## src/rtl/fifo_drain.sv

```systemverilog
// fifo_drain: reads a burst of words from a show-ahead upstream FIFO into a
// two-entry output buffer and presents them downstream with valid/ready flow
// control.
//
// Ports:
//   clk         sole clock, rising edge
//   rst         asynchronous active-low reset
//   start       begin a burst (sampled only in IDLE)
//   burst_len   words to read, sampled with start (0 -> straight to DONE)
//   fifo_empty  upstream FIFO empty flag
//   fifo_data   upstream head word, valid whenever fifo_empty==0
//   fifo_pop    combinational pop strobe to the upstream FIFO
//   out_valid   out_data holds a word
//   out_ready   downstream can accept a word
//   out_data    head of the output buffer (0 when the buffer is empty)
//   busy        high in RUN and DRAIN
//   done        one-cycle pulse at burst completion
//   count       words delivered downstream in the current burst
//   dbg_state   current FSM state (IDLE=0, RUN=1, DRAIN=2, DONE=3)
//
// Handshake: a word moves downstream on every rising edge where
// out_valid==1 and out_ready==1. While out_valid==1 and out_ready==0 the
// presented word is held unchanged. out_valid never depends on out_ready.
module fifo_drain #(
  parameter int WIDTH  = 8,
  parameter int LENWID = 4
) (
  input  logic              clk,
  input  logic              rst,
  input  logic              start,
  input  logic [LENWID-1:0] burst_len,
  input  logic              fifo_empty,
  input  logic [WIDTH-1:0]  fifo_data,
  output logic              fifo_pop,
  output logic              out_valid,
  input  logic              out_ready,
  output logic [WIDTH-1:0]  out_data,
  output logic              busy,
  output logic              done,
  output logic [LENWID-1:0] count,
  output logic [1:0]        dbg_state
);

  typedef enum logic [1:0] {
    S_IDLE  = 2'd0,
    S_RUN   = 2'd1,
    S_DRAIN = 2'd2,
    S_DONE  = 2'd3
  } state_t;

  localparam logic [LENWID-1:0] L_ONE = {{(LENWID-1){1'b0}}, 1'b1};

  state_t            r_state, w_state_nxt;
  logic [LENWID-1:0] r_remaining, w_remaining_nxt;
  logic [LENWID-1:0] r_count, w_count_nxt;
  logic [1:0]        r_occ, w_occ_nxt;
  // r_head is the oldest word, r_tail the second. Unoccupied entries are
  // kept at zero so a shift from tail into head clears naturally.
  logic [WIDTH-1:0]  r_head, w_head_nxt;
  logic [WIDTH-1:0]  r_tail, w_tail_nxt;
  logic              w_xfer;

  always_comb begin
    fifo_pop  = (r_state == S_RUN) & ~fifo_empty & (r_remaining != '0) & (r_occ < 2'd2);
    out_valid = (r_occ != 2'd0);
    out_data  = out_valid ? r_head : '0;
    w_xfer    = out_valid & out_ready;
    busy      = (r_state == S_RUN) | (r_state == S_DRAIN);
    done      = (r_state == S_DONE);
    count     = r_count;
    dbg_state = r_state;
  end

  // Output buffer and counters.
  always_comb begin
    w_head_nxt      = r_head;
    w_tail_nxt      = r_tail;
    w_occ_nxt       = r_occ;
    w_remaining_nxt = r_remaining;
    w_count_nxt     = r_count;

    case ({fifo_pop, w_xfer})
      2'b10: begin
        if (r_occ == 2'd0) w_head_nxt = fifo_data;
        else               w_tail_nxt = fifo_data;
        w_occ_nxt = r_occ + 2'd1;
      end
      2'b01: begin
        w_head_nxt = r_tail;
        w_tail_nxt = '0;
        w_occ_nxt  = r_occ - 2'd1;
      end
      2'b11: begin
        // Occupancy unchanged: with one word the new word replaces the
        // head; with two, the tail advances and the new word takes its slot.
        if (r_occ == 2'd2) begin
          w_head_nxt = r_tail;
          w_tail_nxt = fifo_data;
        end else begin
          w_head_nxt = fifo_data;
        end
      end
      default: ;
    endcase

    if (fifo_pop) w_remaining_nxt = r_remaining - L_ONE;
    if (w_xfer)   w_count_nxt     = r_count + L_ONE;

    // An accepted start clears the delivered-word count of the last burst.
    if ((r_state == S_IDLE) && start) begin
      w_count_nxt = '0;
      if (burst_len != '0) w_remaining_nxt = burst_len;
    end
  end

  // Next-state logic.
  always_comb begin
    w_state_nxt = r_state;
    case (r_state)
      S_IDLE: begin
        if (start) w_state_nxt = (burst_len != '0) ? S_RUN : S_DONE;
      end
      S_RUN: begin
        if (w_remaining_nxt == '0) w_state_nxt = S_DRAIN;
      end
      S_DRAIN: begin
        // Look at next-state occupancy so the final transfer cycle itself
        // moves straight to DONE.
        if (w_occ_nxt == 2'd0) w_state_nxt = S_DONE;
      end
      S_DONE: begin
        w_state_nxt = S_IDLE;
      end
      default: w_state_nxt = S_IDLE;
    endcase
  end

  always_ff @(posedge clk or negedge rst) begin
    if (!rst) begin
      r_state     <= S_IDLE;
      r_remaining <= '0;
      r_count     <= '0;
      r_occ       <= 2'd0;
      r_head      <= '0;
      r_tail      <= '0;
    end else begin
      r_state     <= w_state_nxt;
      r_remaining <= w_remaining_nxt;
      r_count     <= w_count_nxt;
      r_occ       <= w_occ_nxt;
      r_head      <= w_head_nxt;
      r_tail      <= w_tail_nxt;
    end
  end

endmodule

```

## config.mk

```make
export PLATFORM = sky130hd
export DESIGN_NAME = fifo_drain
export DESIGN_NICKNAME = d
export VERILOG_FILES = /design/src/rtl/fifo_drain.sv
export SDC_FILE = /design/constraint.sdc
export NUM_CORES = 1
export LEC_CHECK = 0
export CAP_MARGIN = 20
export CORE_UTILIZATION = 45
export DETAILED_ROUTE_END_ITERATION = 7
export GPL_TIMING_DRIVEN = 0
export PLACE_DENSITY = 0.74
export SETUP_SLACK_MARGIN = 0.1
export SKIP_LAST_GASP = 1
export SYNTH_ARGS = -nofsm -noshare
export SYNTH_HDL_FRONTEND = slang
export SYNTH_SLANG_ARGS = --single-unit
export TNS_END_PERCENT = 5
```

## constraint.sdc

```tcl
create_clock -name clk -period 2.65 [get_ports clk]
set_input_delay 0.3975 -clock clk [delete_from_list [all_inputs] [get_ports clk]]
set_output_delay 0.3975 -clock clk [all_outputs]
set_load 0.1 [all_outputs]
```

==> run summary <==
- **antenna diode count** 0
- **clock latency on the worst-skew pair** 0.33 ns
- **setup slack of the most critical reg-to-reg path** 0.08 ns
- **total track usage** 0.2104
- **Max transition margin** 0.3339
- **# placed instances** 248
- **number of antenna-violating nets in the routed design** 0
- **placed wire-length estimate after detailed placement** 2724 um
- **fmax** 378.4 MHz
- **via total after detailed routing** 1323
- **clock root buffer master** sky130_fd_sc_hd__clkbuf_4
- **number of top-level pins** 35
- **RR Endpoint** r_tail[4]$_DFFE_PN0P_
- **Data arrival, critical path** 2.24 ns
- **cts bufs inserted** 3
- **number of placement rows** 21
- **netlist area before placement** 0.001623 mm^2
- **total wire length after detailed routing** 3579 um
- **Period Utilization, post-route** 0.9971
- **kind of path behind the tightest hold check** input port to async pin
- **worst setup path class** flop to primary output
- **Max Root-Sink Buffers** 2
- **die outline area** 0.003850 mm^2
- **outcome** completed
- **final standard cell utilization of the core** 0.6357
- **clk_skew** 0.007576 ns
- **setup repair after global routing missed its margin** true
- **hold-fix buffer count after cts** 0
- **Buffers on Ports** 34
- **post-layout net count** 236
- **Final Non-Filler Cells** 253
- **count of flip-flops with a built-in enable after synthesis** 0
- **post-route DRC violation count** 0
- **critical path endpoint category** primary output
- **worst reg-to-reg path cell count** 12
- **final setup violation count** 0
- **drt initial violations** 60
- **post-placement setup slack** -0.3413 ns
- **height of the die** 62.05 um
- **count of unique library cells instantiated by Yosys** 40
- **critical path, cell by cell** inv_1 > ha_1 > or3b_4 > nand2_2 > clkinv_4 > clkdlybuf4s15_2
- **final routed wire length divided by cell count** 14.15 um
- **sort of element at the start of the critical path** flop
- **maximum number of pins on one net before global-route repair** 20
- **count of clock tree sinks** 28
- **Critical Path Fanout Max** 5
- **initial antenna violation count** 0
- **fill count** 297
- **maximum level of the CTS H-tree** 1
- **Async SR Flop Fraction** 1.000
- **share of the yosys chip area belonging to registers** 0.4318
- **CP Data Required Time** 2.25 ns
- **number of global-route vias before repair** 1241
- **Area Growth Syn to Fin** 32.77%
- **ratio of cells with drive above 1 in the final layout** 0.1498
- **clock tree from TritonCTS** built
- **Post-Syn Instances** 167
- **net count after synthesis** 195
- **placer's final routability congestion estimate** 0.7715
- **number of vias per cell after detailed routing** 5.229
- **yosys synthesis warning count** 0
- **most frequently used flop master after synthesis** sky130_fd_sc_hd__dfrtp_1
- **commonest non-fill, non-tap cells in the layout** sky130_fd_sc_hd__dfrtp_1 (26), sky130_fd_sc_hd__clkdlybuf4s50_1 (23), sky130_fd_sc_hd__a21oi_1 (14), sky130_fd_sc_hd__inv_1 (13), sky130_fd_sc_hd__nor2_1 (13)
- **first-pass GRT wire length** 5809 um
- **number of detailed-route iterations in the first pass** 4
- **Final Critical Period** 2.642 ns
- **slew at the pin with the worst max-slew slack** 0.9961 ns
- **placeable core region** 0.003390 mm^2
- **most common library cell in the layout ignoring fill and taps** sky130_fd_sc_hd__dfrtp_1
- **slowest library cell on the worst path** sky130_fd_sc_hd__clkdlybuf4s15_2
- **number of register bits inferred by synthesis** 28
- **largest incremental delay on the critical path** 0.47 ns
- **mean post-synth cell area** 9.717 um^2
- **chip width** 62.05 um
- **Hold Vio Cnt, Final** 0
- **total overflow reported by the global router** 0
- **worst reg2reg path startpoint** r_remaining[0]$_DFF_PN0_
- **initial standard-cell utilization of the core** 0.4788
- **min setup slack post-route** 0.007595 ns
- **max-slew violation count** 0
- **clock-pin slew on the worst setup and hold paths** 0.15 ns
- **max-cap viol count** 0
==> area by class of cell <==
class / instances / area (um^2) / area share
clock buffer: 3 / 22.52 / 0.01045
buffer: 6 / 31.28 / 0.01452
tap: 46 / 57.56 / 0.02671
timing repair buffer: 36 / 367.9 / 0.1707
inverter: 16 / 65.06 / 0.03020
sequential: 28 / 708.2 / 0.3287
multi-input combinational: 117 / 872.1 / 0.4048
clock inverter: 1 / 30.03 / 0.01394
==> worst max-delay path, delay by kind of cell, from the launching register on <==
family        cells  cell delay, ns
buf+inv           3            0.69
flops             1            0.41
simple gates      2            0.59
fa+ha+maj         1            0.21
==> logic make-up after synthesis <==
family,Yosys count,synth area share
xor gates and xnor gates,8,0.04781
muxes,3,0.01850
and+or+nand+nor,52,0.1874
DFF,28,0.4318
AOI/OAI and AO/OA,43,0.1735
adders and majority gates,11,0.08481
buffers and inverters,22,0.05628
==> cells in the mapped netlist (2+ instances only) <==
cell,count,share of area
sky130_fd_sc_hd__buf_2,3,0.0092
sky130_fd_sc_hd__a22oi_1,8,0.037
sky130_fd_sc_hd__o21ai_0,9,0.028
sky130_fd_sc_hd__clkbuf_1,3,0.0069
sky130_fd_sc_hd__a21oi_1,14,0.043
sky130_fd_sc_hd__ha_1,11,0.085
sky130_fd_sc_hd__nand4b_1,3,0.016
sky130_fd_sc_hd__xnor2_1,2,0.011
sky130_fd_sc_hd__and2_1,9,0.035
sky130_fd_sc_hd__inv_1,14,0.032
sky130_fd_sc_hd__nor2_1,15,0.035
sky130_fd_sc_hd__nand3b_1,8,0.037
sky130_fd_sc_hd__nand2_1,7,0.016
sky130_fd_sc_hd__dfrtp_1,28,0.43
sky130_fd_sc_hd__mux2i_1,3,0.019
sky130_fd_sc_hd__a21o_1,2,0.0092
sky130_fd_sc_hd__xor2_1,5,0.027
==> worst max path at each step <==
stage	from	to	slack [ns]	depth (start not counted)
final	r_remaining[0]$_DFF_PN0_	fifo_pop	0.008	6
after global routing	r_remaining[0]$_DFF_PN0_	dbg_state[0]$_DFFE_PN0P_	-0.13	11
after CTS	r_occ[1]$_DFF_PN0_	out_valid	-0.08	3
after detailed placement	fifo_empty	fifo_pop	-0.34	5
after global placement	fifo_empty	fifo_pop	-0.29	5
after floorplan	dbg_state[1]$_DFFE_PN0P_	r_tail[4]$_DFFE_PN0P_	0.09	12
==> sequential cells by signal, summed over array words and instances (netlist names) <==
signal and flops:
r_remaining 4, r_tail 8, r_head 8, r_occ 2, count 4, dbg_state 2
==> repair_timing <==
action / in CTS / in global routing
setup endpoints to repair: 29 / 28
pin swaps: 0 / 0
buffers inserted: 0 / 1
resized for setup: 14 / 9
==> per-layer routing <==
| layer | GRT usage | share of wire | vias to the layer above |
|---|---|---|---|
| met4 | 0.05714 | 0.0059 | 0 |
| met5 | 0 | 0 | - |
| met2 | 0.3374 | 0.49 | 28 |
| met3 | 0.02484 | 0.026 | 4 |
| li1 | - | - | 659 |
| met1 | 0.3013 | 0.48 | 632 |
==> metrics by stage <==
| step | setup TNS, ns | area, um^2 | hold slack [ns] |
|---|---|---|---|
| after CTS | -0.6333 | 2121 | 0.4256 |
| after floorplan | 0 | 1648 | 0.1019 |
| final | 0 | 2155 | 0.4164 |
| after global routing | -1.327 | 2155 | 0.4188 |
| after detailed placement | -1.520 | 2073 | 0.5132 |
| after global placement | -0.3385 | 2046 | 0.4998 |
Power is left out: the tool's default activity adds up to more than one toggle a clock period on the data nets, which glitch-free logic cannot reach.
